<file path="config.mk">
export PLATFORM = sky130hd
export DESIGN_NAME = ddrbus_sequencer_flat
export DESIGN_NICKNAME = d
export VERILOG_FILES = /design/src/rtl/ddrbus_sequencer_if.sv /design/src/rtl/ddrbus_sequencer.sv /design/src/flat_wrapper.sv
export SDC_FILE = /design/constraint.sdc
export NUM_CORES = 1
export LEC_CHECK = 0
export CAP_MARGIN = 20
export CORE_MARGIN = 1
export CORE_UTILIZATION = 35
export CTS_CLUSTER_DIAMETER = 30
export CTS_CLUSTER_SIZE = 16
export DETAILED_ROUTE_END_ITERATION = 6
export PLACE_DENSITY = 0.6
export REMOVE_ABC_BUFFERS = 1
export SKIP_CTS_REPAIR_TIMING = 1
export SLEW_MARGIN = 5
export SYNTH_ARGS = -nofsm -noshare
export SYNTH_HDL_FRONTEND = slang
export SYNTH_SLANG_ARGS = --single-unit
</file>
<file path="constraint.sdc">
create_clock -name i_clk -period 9.6 [get_ports i_clk]
set_input_delay 1.92 -clock i_clk [delete_from_list [all_inputs] [get_ports i_clk]]
set_output_delay 1.92 -clock i_clk [all_outputs]
set_load 0.005 [all_outputs]
</file>
<file path="src/rtl/ddrbus_sequencer_if.sv">
// Controller/pad-facing signal bundle for ddrbus_sequencer.
// The slave modport is the sequencer; master is the controller and pad model.
interface ddrbus_sequencer_if #(
  parameter int LANES = 8,
  parameter int LENW  = 8
);
  logic                 i_cmd_stb;
  logic                 o_cmd_ready;
  logic                 i_cmd_rd;
  logic [LENW-1:0]      i_cmd_len;
  logic                 i_wr_valid;
  logic                 o_wr_ready;
  logic [4*LANES-1:0]   i_wr_data;
  logic                 o_rd_valid;
  logic [4*LANES-1:0]   o_rd_data;
  logic                 o_pad_we;
  logic [2*LANES-1:0]   o_pad_data;
  logic [2*LANES-1:0]   i_pad_data;
  logic                 o_busy;
  logic                 o_err;

  modport slave (
    input  i_cmd_stb, i_cmd_rd, i_cmd_len, i_wr_valid, i_wr_data, i_pad_data,
    output o_cmd_ready, o_wr_ready, o_rd_valid, o_rd_data, o_pad_we, o_pad_data,
           o_busy, o_err
  );

  modport master (
    output i_cmd_stb, i_cmd_rd, i_cmd_len, i_wr_valid, i_wr_data, i_pad_data,
    input  o_cmd_ready, o_wr_ready, o_rd_valid, o_rd_data, o_pad_we, o_pad_data,
           o_busy, o_err
  );
endinterface

</file>
<file path="src/rtl/ddrbus_sequencer.sv">
// DDR pad-bank sequencer: one word = two DDR beats on write, two beats = one word on read.
// Optional DDRBUS_ERRCOUNT_EN adds o_underruns, a saturating count of underrun pulses.
module ddrbus_sequencer #(
  parameter int LANES      = 8,
  parameter int LENW       = 8,
  parameter int RD_LATENCY = 3,
  parameter int TURNAROUND = 2
) (
  input  logic                i_clk,
  input  logic                i_reset,
  ddrbus_sequencer_if.slave   bus
`ifdef DDRBUS_ERRCOUNT_EN
  ,
  output logic [15:0]         o_underruns
`endif
);

  localparam int HW   = 2 * LANES;
  localparam int WW   = 4 * LANES;
  localparam int LATW = $clog2(RD_LATENCY + 1) + 1;
  localparam int TW   = $clog2(TURNAROUND + 1) + 1;
  localparam logic [LATW-1:0] LAT_INIT  = LATW'(RD_LATENCY > 1 ? RD_LATENCY - 1 : 0);
  localparam logic [TW-1:0]   TURN_INIT = TW'(TURNAROUND > 0 ? TURNAROUND - 1 : 0);

  typedef enum logic [2:0] {
    S_IDLE, S_WRITE, S_READ_WAIT, S_READ, S_TURN
  } state_t;

  // Lane k carries half-word bit L+k in the first half-cycle and bit k in the second.
  function automatic logic [HW-1:0] to_pad(input logic [HW-1:0] h);
    logic [HW-1:0] p;
    p = '0;
    for (int k = 0; k < LANES; k++) begin
      p[2*k]   = h[LANES+k];
      p[2*k+1] = h[k];
    end
    return p;
  endfunction

  function automatic logic [HW-1:0] from_pad(input logic [HW-1:0] p);
    logic [HW-1:0] h;
    h = '0;
    for (int k = 0; k < LANES; k++) begin
      h[LANES+k] = p[2*k];
      h[k]       = p[2*k+1];
    end
    return h;
  endfunction

  state_t          state_q;
  logic [LENW-1:0] cnt_q;
  logic            phase_q;
  logic            beat_q;
  logic [LATW-1:0] lat_q;
  logic [TW-1:0]   turn_q;
  logic [HW-1:0]   hold_q;
  logic [HW-1:0]   rd_hold_q;
  logic [WW-1:0]   rd_data_q;
  logic            rd_valid_q;
  logic            pad_we_q;
  logic [HW-1:0]   pad_dat_q;
  logic            err_q;

  logic [HW-1:0]   wr_beat0_d;
  logic [HW-1:0]   wr_beat1_d;
  logic [HW-1:0]   rd_half_d;
  state_t          turn_state_d;

  assign wr_beat0_d   = to_pad(bus.i_wr_data[WW-1:HW]);
  assign wr_beat1_d   = to_pad(hold_q);
  assign rd_half_d    = from_pad(bus.i_pad_data);
  assign turn_state_d = (TURNAROUND == 0) ? S_IDLE : S_TURN;

  // phase_q=1 while the pad shows beat0; the next word is due on the beat1 cycle.
  always_ff @(posedge i_clk or posedge i_reset) begin
    if (i_reset) begin
      state_q    <= S_IDLE;
      cnt_q      <= '0;
      phase_q    <= 1'b0;
      beat_q     <= 1'b0;
      lat_q      <= '0;
      turn_q     <= '0;
      hold_q     <= '0;
      rd_hold_q  <= '0;
      rd_data_q  <= '0;
      rd_valid_q <= 1'b0;
      pad_we_q   <= 1'b0;
      pad_dat_q  <= '0;
      err_q      <= 1'b0;
    end else begin
      err_q      <= 1'b0;
      rd_valid_q <= 1'b0;
      case (state_q)
        S_IDLE: begin
          pad_we_q  <= 1'b0;
          pad_dat_q <= '0;
          if (bus.i_cmd_stb && (bus.i_cmd_len != '0)) begin
            cnt_q   <= bus.i_cmd_len;
            phase_q <= 1'b0;
            beat_q  <= 1'b0;
            lat_q   <= LAT_INIT;
            if (bus.i_cmd_rd) state_q <= (RD_LATENCY <= 1) ? S_READ : S_READ_WAIT;
            else              state_q <= S_WRITE;
          end
        end
        S_WRITE: begin
          if (phase_q) begin
            pad_dat_q <= wr_beat1_d;
            phase_q   <= 1'b0;
          end else if (cnt_q == '0) begin
            pad_we_q  <= 1'b0;
            pad_dat_q <= '0;
            turn_q    <= TURN_INIT;
            state_q   <= turn_state_d;
          end else if (bus.i_wr_valid) begin
            pad_dat_q <= wr_beat0_d;
            pad_we_q  <= 1'b1;
            hold_q    <= bus.i_wr_data[HW-1:0];
            cnt_q     <= cnt_q - LENW'(1);
            phase_q   <= 1'b1;
          end else begin
            err_q     <= 1'b1;
            pad_we_q  <= 1'b0;
            pad_dat_q <= '0;
            turn_q    <= TURN_INIT;
            state_q   <= turn_state_d;
          end
        end
        S_READ_WAIT: begin
          if (lat_q <= LATW'(1)) state_q <= S_READ;
          else                   lat_q   <= lat_q - LATW'(1);
        end
        S_READ: begin
          beat_q <= ~beat_q;
          if (!beat_q) begin
            rd_hold_q <= rd_half_d;
          end else begin
            rd_data_q  <= {rd_hold_q, rd_half_d};
            rd_valid_q <= 1'b1;
            cnt_q      <= cnt_q - LENW'(1);
            if (cnt_q == LENW'(1)) begin
              turn_q  <= TURN_INIT;
              state_q <= turn_state_d;
            end
          end
        end
        S_TURN: begin
          if (turn_q == '0) state_q <= S_IDLE;
          else              turn_q  <= turn_q - TW'(1);
        end
        default: state_q <= S_IDLE;
      endcase
    end
  end

  assign bus.o_cmd_ready = (state_q == S_IDLE);
  assign bus.o_busy      = (state_q != S_IDLE);
  assign bus.o_wr_ready  = (state_q == S_WRITE) && !phase_q && (cnt_q != '0);
  assign bus.o_rd_valid  = rd_valid_q;
  assign bus.o_rd_data   = rd_data_q;
  assign bus.o_pad_we    = pad_we_q;
  assign bus.o_pad_data  = pad_dat_q;
  assign bus.o_err       = err_q;

`ifdef DDRBUS_ERRCOUNT_EN
  logic [15:0] underruns_q;

  always_ff @(posedge i_clk or posedge i_reset) begin
    if (i_reset) begin
      underruns_q <= '0;
    end else if (err_q && (underruns_q != 16'hffff)) begin
      underruns_q <= underruns_q + 16'd1;
    end
  end

  assign o_underruns = underruns_q;
`endif

endmodule

</file>
<file path="src/flat_wrapper.sv">
// flat-port wrapper written by rule: the top's interface ports become plain ports
module ddrbus_sequencer_flat 
#(
  parameter int LANES      = 8,
  parameter int LENW       = 8,
  parameter int RD_LATENCY = 3,
  parameter int TURNAROUND = 2
)
  (i_clk, i_reset, bus_i_cmd_stb, bus_i_cmd_rd, bus_i_cmd_len, bus_i_wr_valid, bus_i_wr_data, bus_i_pad_data, bus_o_cmd_ready, bus_o_wr_ready, bus_o_rd_valid, bus_o_rd_data, bus_o_pad_we, bus_o_pad_data, bus_o_busy, bus_o_err);
  ddrbus_sequencer_if #(.LANES(LANES), .LENW(LENW)) bus_i ();
  input  logic i_clk;
  input  logic i_reset;
  input wire logic [$bits(bus_i.i_cmd_stb)-1:0] bus_i_cmd_stb;
  input wire logic [$bits(bus_i.i_cmd_rd)-1:0] bus_i_cmd_rd;
  input wire logic [$bits(bus_i.i_cmd_len)-1:0] bus_i_cmd_len;
  input wire logic [$bits(bus_i.i_wr_valid)-1:0] bus_i_wr_valid;
  input wire logic [$bits(bus_i.i_wr_data)-1:0] bus_i_wr_data;
  input wire logic [$bits(bus_i.i_pad_data)-1:0] bus_i_pad_data;
  output wire logic [$bits(bus_i.o_cmd_ready)-1:0] bus_o_cmd_ready;
  output wire logic [$bits(bus_i.o_wr_ready)-1:0] bus_o_wr_ready;
  output wire logic [$bits(bus_i.o_rd_valid)-1:0] bus_o_rd_valid;
  output wire logic [$bits(bus_i.o_rd_data)-1:0] bus_o_rd_data;
  output wire logic [$bits(bus_i.o_pad_we)-1:0] bus_o_pad_we;
  output wire logic [$bits(bus_i.o_pad_data)-1:0] bus_o_pad_data;
  output wire logic [$bits(bus_i.o_busy)-1:0] bus_o_busy;
  output wire logic [$bits(bus_i.o_err)-1:0] bus_o_err;
  assign bus_i.i_cmd_stb = bus_i_cmd_stb;
  assign bus_i.i_cmd_rd = bus_i_cmd_rd;
  assign bus_i.i_cmd_len = bus_i_cmd_len;
  assign bus_i.i_wr_valid = bus_i_wr_valid;
  assign bus_i.i_wr_data = bus_i_wr_data;
  assign bus_i.i_pad_data = bus_i_pad_data;
  assign bus_o_cmd_ready = bus_i.o_cmd_ready;
  assign bus_o_wr_ready = bus_i.o_wr_ready;
  assign bus_o_rd_valid = bus_i.o_rd_valid;
  assign bus_o_rd_data = bus_i.o_rd_data;
  assign bus_o_pad_we = bus_i.o_pad_we;
  assign bus_o_pad_data = bus_i.o_pad_data;
  assign bus_o_busy = bus_i.o_busy;
  assign bus_o_err = bus_i.o_err;
  ddrbus_sequencer #(.LANES(LANES), .LENW(LENW), .RD_LATENCY(RD_LATENCY), .TURNAROUND(TURNAROUND)) u_core (.i_clk(i_clk), .i_reset(i_reset), .bus(bus_i));
endmodule
</file>
==> impl_metrics.yaml, run 1 <==
power_and_ir_drop:
  total_power_uw: 1928
  power_density_nw_per_um2: 318.1
  clockPowerShare: 0.195
  p_leak_uw: 0.002593
  p_comb_frac: 0.402
  p_sw_frac: 0.3215
  p_int_uw: 1309
  vdd_drop_max_mv: 0.1294
  switching_power_uw: 619.9
  p_seq_frac: 0.403
route:
  drt-vias-per-instance: 5.014
  num_vias: 3179
  wl_per_cell_um: 15.44
  dr.pass1.iters: 4
  ant_nets: 0
  drt-initial-drc-count: 131
  routed_wl_um: 9790
  drc_errors: 0
yosys:
  synth.distinct_cells: 45
  ys_warn_count: 0
  netlist_area_um2: 4452
  yosys_register_bits: 102
  netlist_instances: 351
  ys_seq_area_frac: 0.5734
  synth_edf_count: 0
  syn_area_per_cell_um2: 12.68
  ys.flop_type: "dfrtp_1"
  ys_top_cells_by_count: "dfrtp_1, mux2_1, nand2_1"
  yosysTopAreaCell: "dfrtp_1"
  yosys.area_share.xor_xnor: 0
  synth_top_family_by_area: "multiplexers"
  synthTopCellsByArea: "dfrtp_1, mux2_1, a221o_1"
  synthAdderAreaFrac: 0.01686
  synth_top_area_share: 0.5734
  synth_compound_area_frac: 0.1026
  synth_mux_area_frac: 0.1759
  yosys.area_share.simple: 0.09415
  async_reset_ff_frac: 1.000
  yosysMostFrequentCell: "dfrtp_1"
grt:
  grt_pass1_vias: 3086
  grt_max_degree: 55
  antenna_found_initial: 0
  gr-usage-all-layers: 0.1570
  grt_pass1_wl_um: 15830
  gr-total-overflow: 0
critical_path:
  end_kind: "primary output"
  cp_cell_sequence: "nand2b_1 > nor4_1 > clkdlybuf4s50_1"
  slowest_delay_ns: 0.78
  cp_slowest_cell: "dfrtp_1"
  critPathRequiredTime_ns: 7.68
  arrival_ns: 2.51
  critPathMaxFanout: 21
  critPathKind: "reg -> out"
  critPathLaunchType: "register"
die:
  die_w_um: 114.8
  die_h_um: 114.8
  ios: 115
  dieArea_um2: 13170
  placementRows: 40
  core_um2: 12210
  start_util: 0.3645
clock_tree:
  clock_sinks: 102
  clock_latency_ns: 0.35
  htree_levels: 3
  cts_buffer_depth: 2
  path_clk_slew_ns: 0.07
  cts-root-buf: "clkbuf_16"
  tritoncts: "built"
  cts_made_buffers: 9
finish:
  drive_above_1_share: 0.08798
  nNetsFinal: 528
  diodes: 0
  n_fill_cell: 1118
  syn2layout_area_growth_pct: 36.20
place:
  dp_hpwl_um: 6804
  gp_congestion: 0.8437
  port_buffers: 114
timing:
  fin_crit_sh: 0.4613
  worst_slew_pin_slew_ns: 1.015
  fin_crit_ns: 4.429
  drv_slew: 0
  max_freq_mhz: 225.8
  finalSetupViolCount: 0
  rsz0062_at_grt: "false"
  tns_ns: 0
  relSlewSlack: 0.3216
  skew_ns: 0.009770
  hold_violations: 0
job:
  maxCapViolations: 0
run_status:
  outcome: "finished, final reports clean"
worst_hold_path:
  hold_path.class: "reg -> reg"
final cells by class:
| cell class | count | area (um2) | share of cell area |
|---|---|---|---|
| Sequential cell | 102 | 2552 | 0.4210 |
| Inverter | 15 | 58.81 | 0.009699 |
| Multi-Input combinational cell | 214 | 1749 | 0.2885 |
| Clock buffer | 10 | 239.0 | 0.03941 |
| Clock inverter | 6 | 75.07 | 0.01238 |
| Timing Repair Buffer | 119 | 1179 | 0.1944 |
| Tap cell | 168 | 210.2 | 0.03467 |
per-stage QoR:
step / setup WS, ns / hold slack (ns) / instance area [um2] / util / instances
2_1_floorplan: 5.005 / 0.4503 / 4343 / - / 331
3_3_place_gp: 5.657 / 0.4560 / 5749 / 0.4708 / 618
3_5_place_dp: 5.575 / 0.4659 / 5749 / 0.4708 / 618
4_1_cts: 5.191 / 0.4821 / 6063 / 0.4965 / 634
5_1_grt: 4.957 / 0.4967 / 6063 / 0.4965 / 634
6_report: 5.171 / 0.4776 / 6063 / 0.4965 / 634
flip-flops by register name, indices dropped and copies added (netlist names):
name	cells
u_core.beat_q	1
u_core.bus.o_err	1
u_core.bus.o_pad_data	16
u_core.bus.o_pad_we	1
u_core.bus.o_rd_data	32
u_core.bus.o_rd_valid	1
u_core.cnt_q	8
u_core.hold_q	16
u_core.lat_q	3
u_core.phase_q	1
u_core.rd_hold_q	16
u_core.state_q	3
u_core.turn_q	3
layer usage:
layer	track usage	vias to the layer above	part of all wire	wire length, um
met4	0.07619	0	0.020	195
met3	0.03585	13	0.062	607
li1	-	1495	-	-
met5	0	-	0	0
met1	0.2075	1550	0.46	4456
met2	0.2444	121	0.46	4531
power groups by stage:
stage	Combinational (uW)	Sequential (uW)	Clock, uW
6_report	775	777	377
5_1_grt	856	802	406
4_1_cts	786	776	391
3_5_place_dp	783	781	0
3_3_place_gp	769	774	0
2_1_floorplan	416	761	0
cell usage in the layout, fill, tap and decap left out, types with 2 or more instances in the layout:
master / n
a211o_1: 2
nand2_1: 19
inv_2: 3
o22a_1: 2
a31oi_1: 7
nand3_1: 7
buf_4: 5
o211ai_1: 2
inv_6: 2
o21ai_0: 6
ha_1: 6
o22ai_1: 4
and2_1: 3
nor2_1: 9
mux2_1: 57
nor4_1: 3
clkdlybuf4s50_1: 114
mux2_2: 9
mux2i_1: 4
o21ai_1: 5
or3_1: 3
a221o_1: 16
nor2b_1: 18
nand2b_1: 6
clkbuf_16: 9
dfrtp_1: 102
a21oi_1: 7
inv_1: 11
o31ai_1: 3
kinds of logic after synthesis:
kind of cell             count (synthesis)
AND/OR/NAND/NOR                         77
AO/OA/AOI/OAI                           61
multiplexers                            70
adder cells (fa/ha/maj)                  6
buffers and inverters                   35
flip-flops                             102
critical path, delay by kind of cell (launching register included):
family / cells / cell delay (ns)
and+or+nand+nor: 2 / 0.80
buffers and inverters: 1 / 0.60
DFF: 1 / 0.78
final timing paths:
kind | start | to | slack (ns) | cells after the start
worst min register to register | u_core.turn_q[0] | u_core.turn_q[0] | 0.48 | 1
min in group asynchronous | i_reset | u_core.bus.o_rd_data[24] | 2.01 | 2
worst min-delay path | u_core.turn_q[0] | u_core.turn_q[0] | 0.48 | 1
worst max-delay path | u_core.state_q[0] | bus_o_wr_ready | 5.17 | 3
worst max register to register | u_core.state_q[0] | u_core.turn_q[1] | 6.67 | 6
max in group asynchronous | i_reset | u_core.bus.o_rd_data[5] | 6.49 | 3
No activity file was read; power rests on OpenSTA's default activity.
==> run 2, diff against run 1 <==
Clock period 9.6 ns to 4.3 ns, I/O delays scaled along.
==> run 2 against run 1 <==
Effect of this change: utilization barely moved; clock skew is 0.00090 ns lower; combinational power increased by 120%; largest cell class unchanged; non-clock buffer count grew 1.
==> impl_metrics.yaml, run 2 (synthesized netlist as in run 1, its figures left out) <==
route:
  num_vias: 3147
  routed_wl_um: 9817
  dr.pass1.iters: 4
  ant_nets: 0
  drt-initial-drc-count: 193
  drt-vias-per-instance: 4.964
  wl_per_cell_um: 15.48
  drc_errors: 0
timing:
  rsz0062_at_grt: "false"
  drv_slew: 0
  tns_ns: 0
  worst_slew_pin_slew_ns: 0.7967
  fin_crit_sh: 0.7903
  finalSetupViolCount: 0
  hold_violations: 0
  skew_ns: 0.008872
  max_freq_mhz: 294.3
  relSlewSlack: 0.4689
  fin_crit_ns: 3.398
finish:
  largest_reg_flops: 32
  diodes: 0
  drive_above_1_share: 0.08584
  final_cell_mix: "clkdlybuf4s50_1, dfrtp_1, mux2_1"
  mostFrequentLayoutCell: "clkdlybuf4s50_1"
  fin_util: 0.4961
  nNetsFinal: 529
  syn2layout_area_growth_pct: 36.09
clock_tree:
  clock_sinks: 102
  htree_levels: 3
  cts_made_buffers: 9
  path_clk_slew_ns: 0.07
  cts_buffer_depth: 2
  tritoncts: "built"
  cts-root-buf: "clkbuf_16"
  clock_latency_ns: 0.34
die:
  placementRows: 40
  core_um2: 12210
  dieArea_um2: 13170
  die_h_um: 114.8
  start_util: 0.3645
  ios: 115
  die_w_um: 114.8
critical_path:
  critPathMaxFanout: 21
  arrival_ns: 2.54
  reg2reg_slack_ns: 1.65
  r2r_cells: 5
  critPathLaunchType: "register"
  rr_endpoint: "u_core.hold_q[15]"
  crit_start: "u_core.state_q[0]"
  endpoint: "bus_o_wr_ready"
  critPathRequiredTime_ns: 3.44
  r2r-start: "u_core.state_q[0]"
  end_kind: "primary output"
  critPathKind: "reg -> out"
place:
  dp_hpwl_um: 6840
  gp_congestion: 0.8410
  port_buffers: 114
power_and_ir_drop:
  power_density_nw_per_um2: 705.4
  vdd_drop_max_mv: 0.2385
  p_leak_uw: 0.002589
worst_hold_path:
  hold_path.class: "reg -> reg"
grt:
  grt_pass1_vias: 3202
  gr-total-overflow: 0
  gr-usage-all-layers: 0.1605
  grt_max_degree: 55
  grt_pass1_wl_um: 16060
  antenna_found_initial: 0
run_status:
  outcome: "finished, final reports clean"
job:
  maxCapViolations: 0
run 2: cell types whose count changed in the layout (fill, tap and decap cells not counted), sizes merged:
cell	previous run	this run
clkinv	1	2
buf	5	6
inv	18	16
run 2: area by class of cell:
class	count	area [um2]
Timing Repair Buffer	120	1199
Clock buffer	10	229.0
Inverter	15	58.81
Fill cell	1159	6153
Sequential cell	102	2552
Clock inverter	5	60.06
Tap cell	168	210.2
Multi-Input combinational cell	214	1749
run 2: stage by stage:
stage	hold WS [ns]	total power [uW]	area [um2]	std cells	setup slack (ns)
floorplan	0.4503	2626	4343	331	0.7645
global placement	0.4579	3448	5769	619	1.424
detailed placement	0.4691	3505	5769	619	1.309
CTS	0.4818	4336	6058	634	0.9094
global route	0.4944	4596	6058	634	0.6988
finish	0.4748	4273	6058	634	0.9018
run 2: layer usage:
| layer | routed length, um | global-route usage | vias up |
|---|---|---|---|
| met1 | 4507 | 0.2072 | 1536 |
| met3 | 578 | 0.03374 | 13 |
| li1 | - | - | 1491 |
| met2 | 4520 | 0.2570 | 107 |
| met4 | 211 | 0.08052 | 0 |
| met5 | 0 | 0 | - |
run 2: worst max-delay path, stage by stage, from the launching register on:
cell and delay (ns):
dfrtp_1 0.78, nand2b_1 0.31, nor4_1 0.50, clkdlybuf4s50_1 0.60
run 2: worst min-delay path by stage:
stage / startpoint / end / slack (ns) / depth (start not counted)
finish: u_core.rd_hold_q[9] / u_core.bus.o_rd_data[25] / 0.47 / 1
global route: u_core.rd_hold_q[4] / u_core.rd_hold_q[4] / 0.49 / 1
CTS: u_core.turn_q[0] / u_core.turn_q[0] / 0.48 / 1
detailed placement: u_core.rd_hold_q[9] / u_core.bus.o_rd_data[25] / 0.47 / 1
global placement: u_core.rd_hold_q[5] / u_core.bus.o_rd_data[21] / 0.46 / 1
floorplan: u_core.rd_hold_q[10] / u_core.rd_hold_q[10] / 0.45 / 1
run 2: report_power, final:
group          leakage, uW  internal [uW]  switching (uW)
clock             0.000139            451             358
sequential         0.00124           1430             307
combinational      0.00121           1030             704
total              0.00259           2900            1370
==> run 3, diff against run 2 <==
Settings changed: PLACE_DENSITY 0.6 to 0.62.
Clock period 4.3 ns to 2.8 ns, I/O delays scaled along.
==> run 3 against run 2 <==
Effect of this change: clock power is 53% higher; critical path depth is 3 higher; die area stayed put; cell area is 1.3% higher; worst hold slack better by 0.0010 ns.
==> impl_metrics.yaml, run 3 (synthesized netlist as in run 1, its figures left out) <==
timing:
  relSlewSlack: 0.4929
  fin_crit_ns: 2.438
  hold_violations: 0
  skew_ns: 0.006472
  drv_slew: 0
  fin_crit_sh: 0.8707
  max_freq_mhz: 410.2
  finalSetupViolCount: 0
  setup_slack_ns: 0.3622
  rsz0062_at_grt: "false"
  worst_slew_pin_slew_ns: 0.7606
route:
  dr.pass1.iters: 4
  num_vias: 3188
  drc_errors: 0
  ant_nets: 0
  drt-vias-per-instance: 4.966
  routed_wl_um: 9860
  drt-initial-drc-count: 171
  wl_per_cell_um: 15.36
critical_path:
  critPathRequiredTime_ns: 2.24
  r2r_cells: 8
  critPathKind: "reg -> out"
  rr_endpoint: "u_core.bus.o_pad_data[11]"
  r2r-start: "u_core.cnt_q[0]"
  slowest_delay_ns: 0.43
  arrival_ns: 1.88
  end_kind: "primary output"
  critPathMaxFanout: 5
  critPathLaunchType: "register"
  reg2reg_slack_ns: 0.51
  cp_slowest_cell: "or3b_4"
  cp_cell_sequence: "inv_1 > ha_1 > or3b_4 > nor2_2 > nor4_4 > dlymetal6s2s_1"
clock_tree:
  cts_made_buffers: 9
  tritoncts: "built"
  htree_levels: 3
  cts-root-buf: "clkbuf_16"
  clock_latency_ns: 0.34
  cts_buffer_depth: 2
  clock_sinks: 102
  path_clk_slew_ns: 0.07
power_and_ir_drop:
  p_leak_uw: 0.002640
  vdd_drop_max_mv: 0.5232
  power_density_nw_per_um2: 1084
  total_power_uw: 6650
finish:
  nNetsFinal: 536
  instances_no_fill: 642
  mostFrequentLayoutCell: "clkdlybuf4s50_1"
  final_cell_mix: "clkdlybuf4s50_1, dfrtp_1, mux2_1"
  largest_reg_flops: 32
  drive_above_1_share: 0.1055
  syn2layout_area_growth_pct: 37.83
  multi_input_area_um2: 1769
  register_area_um2: 2552
  n_fill_cell: 1133
  diodes: 0
die:
  ios: 115
  placementRows: 40
  die_w_um: 114.8
  die_h_um: 114.8
  core_um2: 12210
  dieArea_um2: 13170
  start_util: 0.3645
job:
  maxCapViolations: 0
place:
  gp_congestion: 0.8588
  post-place-cells: 626
  dp_slack_ns: 0.2201
  dp_hpwl_um: 6760
  port_buffers: 114
grt:
  grt_max_degree: 44
  grt_pass1_vias: 3154
  grt_pass1_wl_um: 16000
  antenna_found_initial: 0
  gr-usage-all-layers: 0.1577
  gr-total-overflow: 0
worst_hold_path:
  hold_depth: 1
  min-delay-start: "u_core.turn_q[0]"
  hold_path.class: "reg -> reg"
  worst_hold_path.endpoint: "u_core.turn_q[0]"
run_status:
  outcome: "finished, final reports clean"
==> run 3: layout make-up <==
class / count / area share
inverter: 15 / 0.009584
clock buffer: 11 / 0.03793
tap: 168 / 0.03426
sequential: 102 / 0.4160
clock inverter: 5 / 0.009584
multi-input combinational: 214 / 0.2883
timing repair buffer: 127 / 0.2043
==> run 3: worst max-delay path, delay by kind of cell (launching register included) <==
| kind | cells | cell delay (ns) |
|---|---|---|
| flops | 1 | 0.40 |
| fa+ha+maj | 1 | 0.22 |
| buf+inv | 2 | 0.28 |
| simple gates | 3 | 0.64 |
==> run 3: routing by layer <==
metal | global-route usage | part of all wire | up-vias | wire length (um)
met2 | 0.2315 | 0.45 | 116 | 4405
met5 | 0 | 0 | - | 0
li1 | - | - | 1496 | -
met1 | 0.2129 | 0.46 | 1560 | 4494
met4 | 0.06667 | 0.022 | 0 | 215
met3 | 0.05377 | 0.075 | 16 | 744
==> run 3: worst max-delay path by stage <==
stage | depth (start not counted) | slack, ns | end | from
floorplan | 1 | -0.44 | u_core.beat_q | i_reset
global placement | 6 | 0.31 | bus_o_wr_ready | u_core.cnt_q[0]
detailed placement | 6 | 0.22 | bus_o_wr_ready | u_core.cnt_q[0]
CTS | 6 | -0.23 | bus_o_wr_ready | u_core.cnt_q[0]
global route | 6 | 0.25 | bus_o_wr_ready | u_core.cnt_q[0]
finish | 6 | 0.36 | bus_o_wr_ready | u_core.cnt_q[0]
==> run 3: where the power goes <==
part / total [uW] / leakage (uW) / internal [uW] / switching, uW
logic: 2820 / 0.00126 / 1640 / 1180
registers: 2590 / 0.00124 / 2190 / 398
clock network: 1240 / 0.000136 / 696 / 545
total: 6650 / 0.00264 / 4520 / 2130
==> run 3: per-stage QoR <==
stage	util	instance area (um2)	hold slack, ns	TNS, ns
after floorplan	-	4343	0.4503	-52.27
after global placement	0.4767	5822	0.4559	0
after detailed placement	0.4767	5822	0.4687	0
after CTS	0.5006	6113	0.4835	-0.2324
after global routing	0.5025	6136	0.4959	0
final	0.5025	6136	0.4759	0
